[src/rtl/led_pwm_multi_pkg.sv]
`timescale 1ns/1ps
`default_nettype none
// +--------------------------------------------------------------------------+
// | Module      : led_pwm_multi_pkg                                          |
// | Description : Shared mode encodings, ramp direction type and helpers for |
// |               the multi-channel LED PWM driver. The mode values match    |
// |               the software register map of the single-channel LED block. |
// | Revision    : 1.0 - initial release                                      |
// +--------------------------------------------------------------------------+
package led_pwm_multi_pkg;

  // Values 5..7 are never stored; writes carrying them are rejected.
  typedef enum logic [2:0] {
    MODE_OFF     = 3'd0,
    MODE_ON      = 3'd1,
    MODE_PWM     = 3'd2,
    MODE_BLINK   = 3'd3,
    MODE_BREATHE = 3'd4
  } led_mode_e;

  typedef enum logic {
    RAMP_UP   = 1'b0,
    RAMP_DOWN = 1'b1
  } ramp_dir_e;

  function automatic logic mode_is_legal(input logic [2:0] mode);
    return (mode <= 3'(MODE_BREATHE));
  endfunction

endpackage

`default_nettype wire

[src/rtl/led_pwm_multi_if.sv]
`timescale 1ns/1ps
`default_nettype none
// +--------------------------------------------------------------------------+
// | Module      : led_pwm_multi_if                                           |
// | Description : Valid/ready configuration write port of led_pwm_multi.     |
// |   valid  master->slave  write request                                    |
// |   ready  slave->master  pending slot free                                |
// |   ch     master->slave  target channel                                   |
// |   mode   master->slave  channel mode (raw 3-bit, may be illegal)         |
// |   duty   master->slave  duty / brightness ceiling                        |
// |   err    slave->master  1-cycle pulse for a rejected write               |
// | Revision    : 1.0 - initial release                                      |
// +--------------------------------------------------------------------------+
interface led_pwm_multi_if #(
  parameter int NCH   = 8,
  parameter int PWM_W = 8
) ();

  localparam int CH_W = (NCH > 1) ? $clog2(NCH) : 1;

  logic              valid;
  logic              ready;
  logic [CH_W-1:0]   ch;
  logic [2:0]        mode;
  logic [PWM_W-1:0]  duty;
  logic              err;

  modport master (output valid, output ch, output mode, output duty,
                  input  ready, input  err);
  modport slave  (input  valid, input  ch, input  mode, input  duty,
                  output ready, output err);

endinterface

`default_nettype wire

[src/rtl/led_pwm_ch.sv]
`timescale 1ns/1ps
`default_nettype none
// +--------------------------------------------------------------------------+
// | Module      : led_pwm_ch                                                 |
// | Description : One LED channel: mode/duty shadow registers updated on a   |
// |               period-boundary commit strobe, compare against the shared  |
// |               PWM counter, registered LED output.                        |
// |   clk, rst_n         clock, asynchronous active-low reset                 |
// |   commit             load new_mode/new_duty into the shadow registers     |
// |   new_mode/new_duty  committed configuration                              |
// |   pwm_cnt            shared PWM counter                                   |
// |   blink_ph           shared blink phase (1 = lit half)                    |
// |   ramp               shared breathe ramp                                  |
// |   led                registered LED drive                                 |
// | Revision    : 1.0 - initial release                                      |
// +--------------------------------------------------------------------------+
module led_pwm_ch
  import led_pwm_multi_pkg::*;
#(
  parameter int PWM_W = 8
) (
  input  logic             clk,
  input  logic             rst_n,
  input  logic             commit,
  input  led_mode_e        new_mode,
  input  logic [PWM_W-1:0] new_duty,
  input  logic [PWM_W-1:0] pwm_cnt,
  input  logic             blink_ph,
  input  logic [PWM_W-1:0] ramp,
  output logic             led
);

  led_mode_e        r_mode;
  logic [PWM_W-1:0] r_duty;
  logic [PWM_W-1:0] w_level;
  logic             w_next;

  always_ff @(posedge clk or negedge rst_n) begin
    if (!rst_n) begin
      r_mode <= MODE_OFF;
      r_duty <= '0;
    end else if (commit) begin
      r_mode <= new_mode;
      r_duty <= new_duty;
    end
  end

  // Breathe brightness is the ramp, capped by the programmed duty.
  assign w_level = (r_duty < ramp) ? r_duty : ramp;

  always_comb begin
    w_next = 1'b0;
    case (r_mode)
      MODE_OFF:     w_next = 1'b0;
      MODE_ON:      w_next = 1'b1;
      MODE_PWM:     w_next = (pwm_cnt < r_duty);
      MODE_BLINK:   w_next = blink_ph & (pwm_cnt < r_duty);
      MODE_BREATHE: w_next = (pwm_cnt < w_level);
      default:      w_next = 1'b0;
    endcase
  end

  always_ff @(posedge clk or negedge rst_n) begin
    if (!rst_n) led <= 1'b0;
    else        led <= w_next;
  end

endmodule

`default_nettype wire

[src/rtl/led_pwm_multi.sv]
`timescale 1ns/1ps
`default_nettype none
// +--------------------------------------------------------------------------+
// | Module      : led_pwm_multi                                              |
// | Description : NCH-channel LED driver on a shared prescaled PWM timebase  |
// |               with OFF/ON/PWM/BLINK/BREATHE modes. Config writes land in |
// |               a single pending slot and are committed at the PWM period  |
// |               boundary so a channel never changes mid-period.            |
// |   CLK         clock                                                      |
// |   RST_X       asynchronous reset, active-low                             |
// |   cfg         config write port (slave side of led_pwm_multi_if)         |
// |   LED         registered LED drive, 1 = on                               |
// |   period_end  1-cycle pulse following the last tick of each PWM period   |
// | Revision    : 1.0 - initial release                                      |
// +--------------------------------------------------------------------------+
module led_pwm_multi
  import led_pwm_multi_pkg::*;
#(
  parameter int NCH       = 8,
  parameter int PWM_W     = 8,
  parameter int STEP      = 10,
  parameter int BLINK_LEN = 8'h4f
) (
  input  logic             CLK,
  input  logic             RST_X,
  led_pwm_multi_if.slave   cfg,
  output logic [NCH-1:0]   LED,
  output logic             period_end
);

  localparam int CH_W  = (NCH > 1)       ? $clog2(NCH)       : 1;
  localparam int PRE_W = (STEP > 1)      ? $clog2(STEP)      : 1;
  localparam int BL_W  = (BLINK_LEN > 1) ? $clog2(BLINK_LEN) : 1;
  localparam logic [PRE_W-1:0] PRE_LAST = PRE_W'(STEP - 1);
  localparam logic [BL_W-1:0]  BL_LAST  = BL_W'(BLINK_LEN - 1);
  localparam logic [PWM_W-1:0] PWM_MAX  = {PWM_W{1'b1}};

  // ---------------- timebase ----------------
  logic [PRE_W-1:0] r_pre_cnt;
  logic [PWM_W-1:0] r_pwm_cnt;
  logic             r_period_end;
  logic             w_tick;
  logic             w_bound;

  assign w_tick  = (r_pre_cnt == PRE_LAST);
  assign w_bound = w_tick && (r_pwm_cnt == PWM_MAX);

  always_ff @(posedge CLK or negedge RST_X) begin
    if (!RST_X) begin
      r_pre_cnt    <= '0;
      r_pwm_cnt    <= '0;
      r_period_end <= 1'b0;
    end else begin
      r_pre_cnt    <= w_tick ? '0 : r_pre_cnt + 1'b1;
      if (w_tick) r_pwm_cnt <= r_pwm_cnt + 1'b1;
      r_period_end <= w_bound;
    end
  end

  assign period_end = r_period_end;

  // ---------------- blink phase ----------------
  logic [BL_W-1:0] r_blink_cnt;
  logic            r_blink_ph;

  always_ff @(posedge CLK or negedge RST_X) begin
    if (!RST_X) begin
      r_blink_cnt <= '0;
      r_blink_ph  <= 1'b0;
    end else if (w_bound) begin
      if (r_blink_cnt == BL_LAST) begin
        r_blink_cnt <= '0;
        r_blink_ph  <= ~r_blink_ph;
      end else begin
        r_blink_cnt <= r_blink_cnt + 1'b1;
      end
    end
  end

  // ---------------- breathe ramp ----------------
  // Triangle 0..max..0; the turning step moves away from the end point
  // immediately, so each extreme appears for exactly one period.
  logic [PWM_W-1:0] r_ramp;
  ramp_dir_e        r_dir;

  always_ff @(posedge CLK or negedge RST_X) begin
    if (!RST_X) begin
      r_ramp <= '0;
      r_dir  <= RAMP_UP;
    end else if (w_bound) begin
      if (r_dir == RAMP_UP) begin
        if (r_ramp == PWM_MAX) begin
          r_dir  <= RAMP_DOWN;
          r_ramp <= r_ramp - 1'b1;
        end else begin
          r_ramp <= r_ramp + 1'b1;
        end
      end else begin
        if (r_ramp == '0) begin
          r_dir  <= RAMP_UP;
          r_ramp <= r_ramp + 1'b1;
        end else begin
          r_ramp <= r_ramp - 1'b1;
        end
      end
    end
  end

  // ---------------- config slot ----------------
  logic             r_pending;
  logic [CH_W-1:0]  r_pend_ch;
  led_mode_e        r_pend_mode;
  logic [PWM_W-1:0] r_pend_duty;
  logic             r_err;
  logic             w_accept;
  logic             w_ch_bad;
  logic             w_bad;
  logic             w_commit;

  // Out-of-range channel numbers only exist when NCH is not a power of two.
  if (2**CH_W > NCH) begin : g_ch_range
    assign w_ch_bad = (cfg.ch > CH_W'(NCH - 1));
  end else begin : g_ch_full
    assign w_ch_bad = 1'b0;
  end

  assign cfg.ready = ~r_pending;
  assign cfg.err   = r_err;
  assign w_accept  = cfg.valid & ~r_pending;
  assign w_bad     = w_ch_bad | ~mode_is_legal(cfg.mode);
  assign w_commit  = w_bound & r_pending;

  // Rejected writes complete the handshake but never occupy the slot.
  always_ff @(posedge CLK or negedge RST_X) begin
    if (!RST_X) begin
      r_pending   <= 1'b0;
      r_pend_ch   <= '0;
      r_pend_mode <= MODE_OFF;
      r_pend_duty <= '0;
      r_err       <= 1'b0;
    end else begin
      r_err <= w_accept & w_bad;
      if (w_accept && !w_bad) begin
        r_pending   <= 1'b1;
        r_pend_ch   <= cfg.ch;
        r_pend_mode <= led_mode_e'(cfg.mode);
        r_pend_duty <= cfg.duty;
      end else if (w_commit) begin
        r_pending   <= 1'b0;
      end
    end
  end

  // ---------------- channels ----------------
  for (genvar i = 0; i < NCH; i++) begin : g_ch
    led_pwm_ch #(
      .PWM_W (PWM_W)
    ) u_ch (
      .clk      (CLK),
      .rst_n    (RST_X),
      .commit   (w_commit && (r_pend_ch == CH_W'(i))),
      .new_mode (r_pend_mode),
      .new_duty (r_pend_duty),
      .pwm_cnt  (r_pwm_cnt),
      .blink_ph (r_blink_ph),
      .ramp     (r_ramp),
      .led      (LED[i])
    );
  end

endmodule

`default_nettype wire
[src/flat_wrapper.sv]
// flat-port wrapper written by rule: the top's interface ports become plain ports
module led_pwm_multi_flat import led_pwm_multi_pkg::*;
#(
  parameter int NCH       = 8,
  parameter int PWM_W     = 8,
  parameter int STEP      = 10,
  parameter int BLINK_LEN = 8'h4f
)
  (CLK, RST_X, LED, period_end, cfg_valid, cfg_ch, cfg_mode, cfg_duty, cfg_ready, cfg_err);
  led_pwm_multi_if #(.NCH(NCH), .PWM_W(PWM_W)) cfg_i ();
  input  logic CLK;
  input  logic RST_X;
  output logic [NCH-1:0] LED;
  output logic period_end;
  input wire logic [$bits(cfg_i.valid)-1:0] cfg_valid;
  input wire logic [$bits(cfg_i.ch)-1:0] cfg_ch;
  input wire logic [$bits(cfg_i.mode)-1:0] cfg_mode;
  input wire logic [$bits(cfg_i.duty)-1:0] cfg_duty;
  output wire logic [$bits(cfg_i.ready)-1:0] cfg_ready;
  output wire logic [$bits(cfg_i.err)-1:0] cfg_err;
  assign cfg_i.valid = cfg_valid;
  assign cfg_i.ch = cfg_ch;
  assign cfg_i.mode = cfg_mode;
  assign cfg_i.duty = cfg_duty;
  assign cfg_ready = cfg_i.ready;
  assign cfg_err = cfg_i.err;
  led_pwm_multi #(.NCH(NCH), .PWM_W(PWM_W), .STEP(STEP), .BLINK_LEN(BLINK_LEN)) u_core (.CLK(CLK), .RST_X(RST_X), .cfg(cfg_i), .LED(LED), .period_end(period_end));
endmodule
[config.mk]
export PLATFORM = sky130hd
export DESIGN_NAME = led_pwm_multi_flat
export DESIGN_NICKNAME = d
export VERILOG_FILES = /design/src/rtl/led_pwm_multi_pkg.sv /design/src/rtl/led_pwm_multi_if.sv /design/src/rtl/led_pwm_ch.sv /design/src/rtl/led_pwm_multi.sv /design/src/flat_wrapper.sv
export SDC_FILE = /design/constraint.sdc
export NUM_CORES = 1
export LEC_CHECK = 0
export BUFFER_PORTS_ARGS = -buffer_cell sky130_fd_sc_hd__buf_2
export CAP_MARGIN = 20
export CORE_MARGIN = 2
export CORE_UTILIZATION = 40
export DETAILED_ROUTE_END_ITERATION = 8
export GPL_TIMING_DRIVEN = 0
export PLACE_DENSITY_LB_ADDON = 0.05
export REMOVE_ABC_BUFFERS = 1
export SYNTH_ARGS = -nofsm -noshare
export SYNTH_HDL_FRONTEND = slang
export SYNTH_SLANG_ARGS = --single-unit
[constraint.sdc]
create_clock -name CLK -period 4.39 [get_ports CLK]
set_input_delay 0.439 -clock CLK [delete_from_list [all_inputs] [get_ports CLK]]
set_output_delay 0.439 -clock CLK [all_outputs]
set_load 0.01 [all_outputs]
==> results of run 1 <==
[cell families after synthesis]
logic type | after synthesis | share of synthesized area (%)
DFF | 142 | 33.70
muxes | 104 | 10.69
buffers and inverters | 135 | 5.542
and+or+nand+nor | 259 | 12.53
AOI/OAI and AO/OA | 267 | 15.47
xor gates and xnor gates | 17 | 1.412
adders and majority gates | 174 | 20.65
[final cells by class]
| class | count | area [um2] |
|---|---|---|
| clock buffer | 18 | 429.2 |
| tap | 335 | 419.2 |
| timing repair buffer | 44 | 350.3 |
| fill | 2529 | 14310 |
| inverter | 88 | 345.3 |
| multi-input combinational | 821 | 6436 |
| sequential | 142 | 3553 |
| clock inverter | 12 | 138.9 |
[cell usage after synthesis (4+ instances only)]
master | count | area share, %
ha_1 | 174 | 21
dfrtp_1 | 142 | 34
o21ai_0 | 88 | 4.2
inv_1 | 84 | 3.0
nand2_1 | 80 | 2.8
a21oi_1 | 78 | 3.7
nor2_1 | 73 | 2.6
mux2_2 | 69 | 7.4
mux2i_1 | 35 | 3.3
a21o_1 | 20 | 1.4
nand3_1 | 18 | 0.85
clkbuf_1 | 17 | 0.61
a211oi_1 | 15 | 1.1
nor3_1 | 15 | 0.71
buf_2 | 14 | 0.66
xnor2_1 | 13 | 1.1
buf_4 | 12 | 0.85
nor3b_1 | 12 | 0.85
a211o_1 | 11 | 0.91
nand4_1 | 11 | 0.65
o2111ai_1 | 9 | 0.75
nor2b_1 | 8 | 0.47
o211ai_1 | 8 | 0.57
o21a_1 | 8 | 0.57
nand2b_1 | 6 | 0.36
o31ai_1 | 5 | 0.36
and4_1 | 4 | 0.33
o221ai_1 | 4 | 0.33
or3_1 | 4 | 0.24
or4_1 | 4 | 0.28
xor2_1 | 4 | 0.33
[through the flow]
step | utilization (%) | power [mW]
final | 44.92 | 2.798
after global routing | 44.92 | 2.906
after CTS | 44.44 | 2.836
after detailed placement | 42.13 | 1.374
after global placement | 41.73 | 1.370
after floorplan | - | 1.334
[worst max-delay path, delay by kind of cell (launching register included)]
kind / cells / cell delay, ns
buffers and inverters: 1 / 0.51
and+or+nand+nor: 4 / 1.22
DFF: 1 / 0.69
adders and majority gates: 2 / 0.59
AOI/OAI and AO/OA: 4 / 1.11
[sequential cells by signal (all words and copies together), names as in the netlist]
| signal | count |
|---|---|
| u_core.g_ch.u_ch.r_mode | 24 |
| u_core.r_dir | 1 |
| u_core.r_blink_cnt | 7 |
| u_core.r_pend_mode | 3 |
| u_core.r_ramp | 8 |
| u_core.r_pend_ch | 3 |
| u_core.r_pend_duty | 8 |
| u_core.r_pending | 1 |
| u_core.period_end | 1 |
| u_core.g_ch.u_ch.led | 8 |
| u_core.g_ch.u_ch.r_duty | 64 |
| u_core.cfg.err | 1 |
| u_core.r_blink_ph | 1 |
| u_core.r_pwm_cnt | 8 |
| u_core.r_pre_cnt | 4 |
[path summary, 6_finish.rpt]
kind,endpoint,slack [ns],cells after the start
worst min register to register,u_core.r_blink_cnt[3],0.48,1
min in group asynchronous,u_core.g_ch[2].u_ch.r_duty[3],0.52,2
worst max-delay path,u_core.g_ch[7].u_ch.led,0.20,11
worst min-delay path,u_core.r_pend_duty[2],0.23,2
worst max register to register,u_core.g_ch[7].u_ch.led,0.20,11
max in group asynchronous,u_core.g_ch[5].u_ch.r_duty[1],2.97,3
[power breakdown]
part           switching (mW)  internal (mW)  leakage, nW
logic                  0.0302        0.00888         3.37
registers                   0           1.31         1.96
clock network           0.616          0.835        0.265
[repair_timing]
action	in CTS	in global routing
setup buffers	0	9
hold endpoints to repair	50	0
gates resized for setup	8	4
setup endpoints to repair	8	6
hold buffers	1	0
[layer usage]
metal / wire length [um] / global-route usage [%]
met1: 14350 / 30.16
met2: 15010 / 39.33
met3: 760 / 3.074
met4: 380 / 5.435
met5: 0 / 0
==> results_dict.tcl, run 1 <==
set metrics [dict create \
    status "finished, final reports clean" \
    n_antenna_cell 0 \
    die-area_mm2 0.02767 \
    htreeDepth 4 \
    final_cell_mix "174 x ha_1, 142 x dfrtp_1, 88 x o21ai_0, 81 x inv_1, 80 x nand2_1" \
    cts_tree "done" \
    startpoint "u_core.r_ramp[3]" \
    via_count 8066 \
    grt_first_pass_wirelength_um 47730 \
    end_kind "flop" \
    syn_area_per_cell_um2 9.603 \
    synthCells 1098 \
    port_buffers 27 \
    rsz0062_at_grt "false" \
    layout_setup_ws_ns 0.1990 \
    worstPathMaxFanout 15 \
    slew_violations 0 \
    grtUsageTotal_pct 22.71 \
    min_path_type "primary input to flop" \
    drt-vias-per-instance 5.525 \
    fin_setup_tns_ns 0 \
    antenna_found_initial 3 \
    min_from "cfg_duty[2]" \
    die_w_um 166.4 \
    clock_path_buffers 2 \
    worstSetupPathType "flop to flop" \
    numCtsBuffers 17 \
    async_flop_share_pct 100.0 \
    dp_slack_ns -0.4628 \
    fin_nets 1305 \
    hold_viol_final 0 \
    r2r-start "u_core.r_ramp[3]" \
    finalNonFillerCells 1460 \
    whs_ns 0.2261 \
    setup_violations 0 \
    wl_per_cell_um 20.89 \
    cts.clk_slew.worst_paths_ns 0.06 \
    grt_pass1_vias 7972 \
    power_leakage_nw 5.596 \
    drive_above_1_share_pct 14.93 \
    critPathSlowestCell "dfrtp_1" \
    io_pins 28 \
    grt_start_max_net_pins 93 \
    die_h_um 166.4 \
    post-route-period-util_pct 95.47 \
    tightest_slew_ns 1.090 \
    fmax_mhz 238.6 \
    max_slew_margin_pct 27.31 \
    ys_ff_latch 142 \
    routed_wl_um 30500 \
    dp_hpwl_um 20540 \
    final_common_cell "ha_1" \
    crit_top_cell "ha_1" \
    yosys_warnings 0 \
    ys_seq_area_share_pct 33.70 \
    crit_required_ns 4.75 \
    cp-start-kind "flop" \
    arrival_ns 4.55 \
    synth.cell_area_mm2 0.01054 \
    powerDensity_mw_per_mm2 239.7 \
    rows 59 \
    area.growth.synth_to_final_pct 10.70 \
    drc 0 \
    final_area_mm2 0.01167 \
    drtIter0Drc 399 \
    crit_chain "clkinv_2 -> ha_1 -> nor2_1 -> o21ai_0 -> a21oi_2 -> a21oi_1 -> ha_1 -> or4b_2 -> a211oi_1 -> nor3b_1 -> or4_1" \
    drv_cap 0 \
    peakVddDrop_uv 218.4 \
    dp_cells 1418 \
    insertion_delay_ns 0.44 \
    start_util_pct 40.58 \
    root_buffer "clkbuf_16" \
    core_mm2 0.02598 \
    dpl_cell_area_mm2 0.01095 \
    gr-total-overflow 0 \
    synth_ff_type "dfrtp_1" \
    yosysUniqueCellTypes 62 \
    detail-route-antenna-nets 0 \
    globalplace.congestion 0.7913 \
    clock-sinks 142 \
    finalClockSkew_ns 0.01537 \
    synth-edff-count 0 \
    max_stage_delay_ns 0.69 \
    period_needed_ns 4.191 \
    dr.pass1.iters 5 \
]
Power figures use the tool's default switching activity.
==> run 2, diff against run 1 <==
--- a/config.mk
+++ b/config.mk
@@ -11,7 +11,7 @@
 export CORE_UTILIZATION = 40
 export DETAILED_ROUTE_END_ITERATION = 8
 export GPL_TIMING_DRIVEN = 0
-export PLACE_DENSITY_LB_ADDON = 0.05
+export HOLD_SLACK_MARGIN = 0.12
 export REMOVE_ABC_BUFFERS = 1
 export SYNTH_ARGS = -nofsm -noshare
 export SYNTH_HDL_FRONTEND = slang
==> results_dict.tcl, run 2 (synthesis results as in run 1) <==
set metrics [dict create \
    drt-vias-per-instance 5.679 \
    globalplace.congestion 0.8342 \
    die_w_um 166.4 \
    rows 59 \
    power_leakage_nw 5.557 \
    cts_tree "done" \
    end_kind "flop" \
    fin_setup_tns_ns 0 \
    htreeDepth 4 \
    cts.clk_slew.worst_paths_ns 0.06 \
    max_slew_margin_pct 25.67 \
    die_h_um 166.4 \
    gr-total-overflow 0 \
    largestRegisters "u_core.g_ch.u_ch.r_duty x64, u_core.g_ch.u_ch.r_mode x24" \
    dp_hpwl_um 19030 \
    slew_violations 0 \
    fmax_mhz 239.2 \
    setup_violations 0 \
    clock_path_buffers 2 \
    dr.pass1.iters 5 \
    largest_register_ffs 64 \
    insertion_delay_ns 0.43 \
    cp-start-kind "flop" \
    clock-sinks 142 \
    antenna_found_initial 0 \
    powerDensity_mw_per_mm2 235.3 \
    core_mm2 0.02598 \
    root_buffer "clkbuf_16" \
    grt_pass1_vias 8196 \
    numCtsBuffers 17 \
    fillers 2545 \
    period_needed_ns 4.181 \
    final_common_cell "ha_1" \
    grt_first_pass_wirelength_um 45440 \
    final_area_mm2 0.01157 \
    wl_per_cell_um 19.66 \
    hold_viol_final 0 \
    tightest_slew_ns 1.115 \
    post-route-period-util_pct 95.23 \
    drv_cap 0 \
    grt_start_max_net_pins 98 \
    die-area_mm2 0.02767 \
    fin_nets 1299 \
    finalClockSkew_ns 0.009386 \
    dpl_cell_area_mm2 0.01091 \
    detail-route-antenna-nets 0 \
    regMostFlops "u_core.g_ch.u_ch.r_duty" \
    peakVddDrop_uv 210.0 \
    status "finished, final reports clean" \
    io_pins 28 \
    start_util_pct 40.58 \
    grtUsageTotal_pct 21.22 \
    rsz0062_at_grt "false" \
    worstSetupPathType "flop to flop" \
    min_path_type "primary input to flop" \
    port_buffers 27 \
    worstPathMaxFanout 13 \
    drive_above_1_share_pct 14.45 \
    drtIter0Drc 547 \
    arrival_ns 4.45 \
    drc 0 \
    n_antenna_cell 0 \
    via_count 8268 \
    final_cell_mix "174 x ha_1, 142 x dfrtp_1, 88 x o21ai_0, 82 x inv_1, 80 x nand2_1" \
    routed_wl_um 28620 \
    area.growth.synth_to_final_pct 9.743 \
    crit_required_ns 4.66 \
]
run 2: power breakdown:
group	total [mW]	internal, mW	leakage [nW]	switching (mW)
clock	1.38	0.781	0.267	0.595
sequential	1.31	1.31	1.96	0
combinational	0.0384	0.00889	3.33	0.0296
total	2.72	2.10	5.56	0.624
run 2: repair_timing:
action,4_1_cts,5_1_grt
cloned,0,0
hold endpoints to repair,45,0
hold buffers,1,0
setup buffers,0,5
endpoints found under the setup margin,6,4
gates resized for setup,7,5
run 2: cell type report:
type	instances	area [um2]	area share, %
Timing Repair Buffer	38	269.0	2.325
Tap cell	335	419.2	3.622
Sequential cell	142	3553	30.71
Multi-Input combinational cell	821	6437	55.63
Clock inverter	13	117.6	1.016
Inverter	88	341.6	2.952
Clock buffer	19	432.9	3.741
run 2: path summary, 6_finish.rpt:
check                                            from                       endpoint  slack [ns]  depth (start not counted)
worst max-delay path                 u_core.r_ramp[5]        u_core.g_ch[3].u_ch.led        0.21                         14
worst min-delay path                      cfg_duty[6]          u_core.r_pend_duty[6]        0.24                          2
worst max register to register       u_core.r_ramp[5]        u_core.g_ch[3].u_ch.led        0.21                         14
worst min register to register  u_core.r_blink_cnt[3]          u_core.r_blink_cnt[3]        0.47                          1
max in group asynchronous                       RST_X  u_core.g_ch[0].u_ch.r_duty[7]        3.06                          3
min in group asynchronous                       RST_X        u_core.g_ch[2].u_ch.led        0.51                          2
run 2: metal layers:
metal / global-route usage (%) / up-vias / part of all wire, %
met2: 35.00 / 142 / 47
met5: 0 / - / 0
met3: 3.051 / 49 / 2.9
li1: - / 4013 / -
met1: 28.48 / 4064 / 47
met4: 7.684 / 0 / 3.2
run 2: through the flow:
step	std cells	hold WS, ns	total power, mW	utilization [%]	setup WS [ns]
after floorplan	1051	0.1434	1.334	-	0.7700
after global placement	1413	0.4681	1.369	41.73	-0.4210
after detailed placement	1416	0.4078	1.373	41.97	-0.4738
after CTS	1449	0.2221	2.752	44.20	0.03459
after global routing	1456	0.2328	2.811	44.53	0.02283
final	1456	0.2380	2.723	44.53	0.2092
run 2: worst max-delay path, cell delays in order, from the launching register on:
cell and delay [ns]:
dfrtp_1 0.51, inv_1 0.61, ha_1 0.38, a21o_1 0.18, a221oi_1 0.38, nand2_1 0.12, a21o_1 0.34, mux2i_1 0.17
ha_1 0.34, and4_1 0.20, o211ai_1 0.13, a211o_1 0.26, a21o_1 0.15, o211ai_1 0.09, o211ai_1 0.17
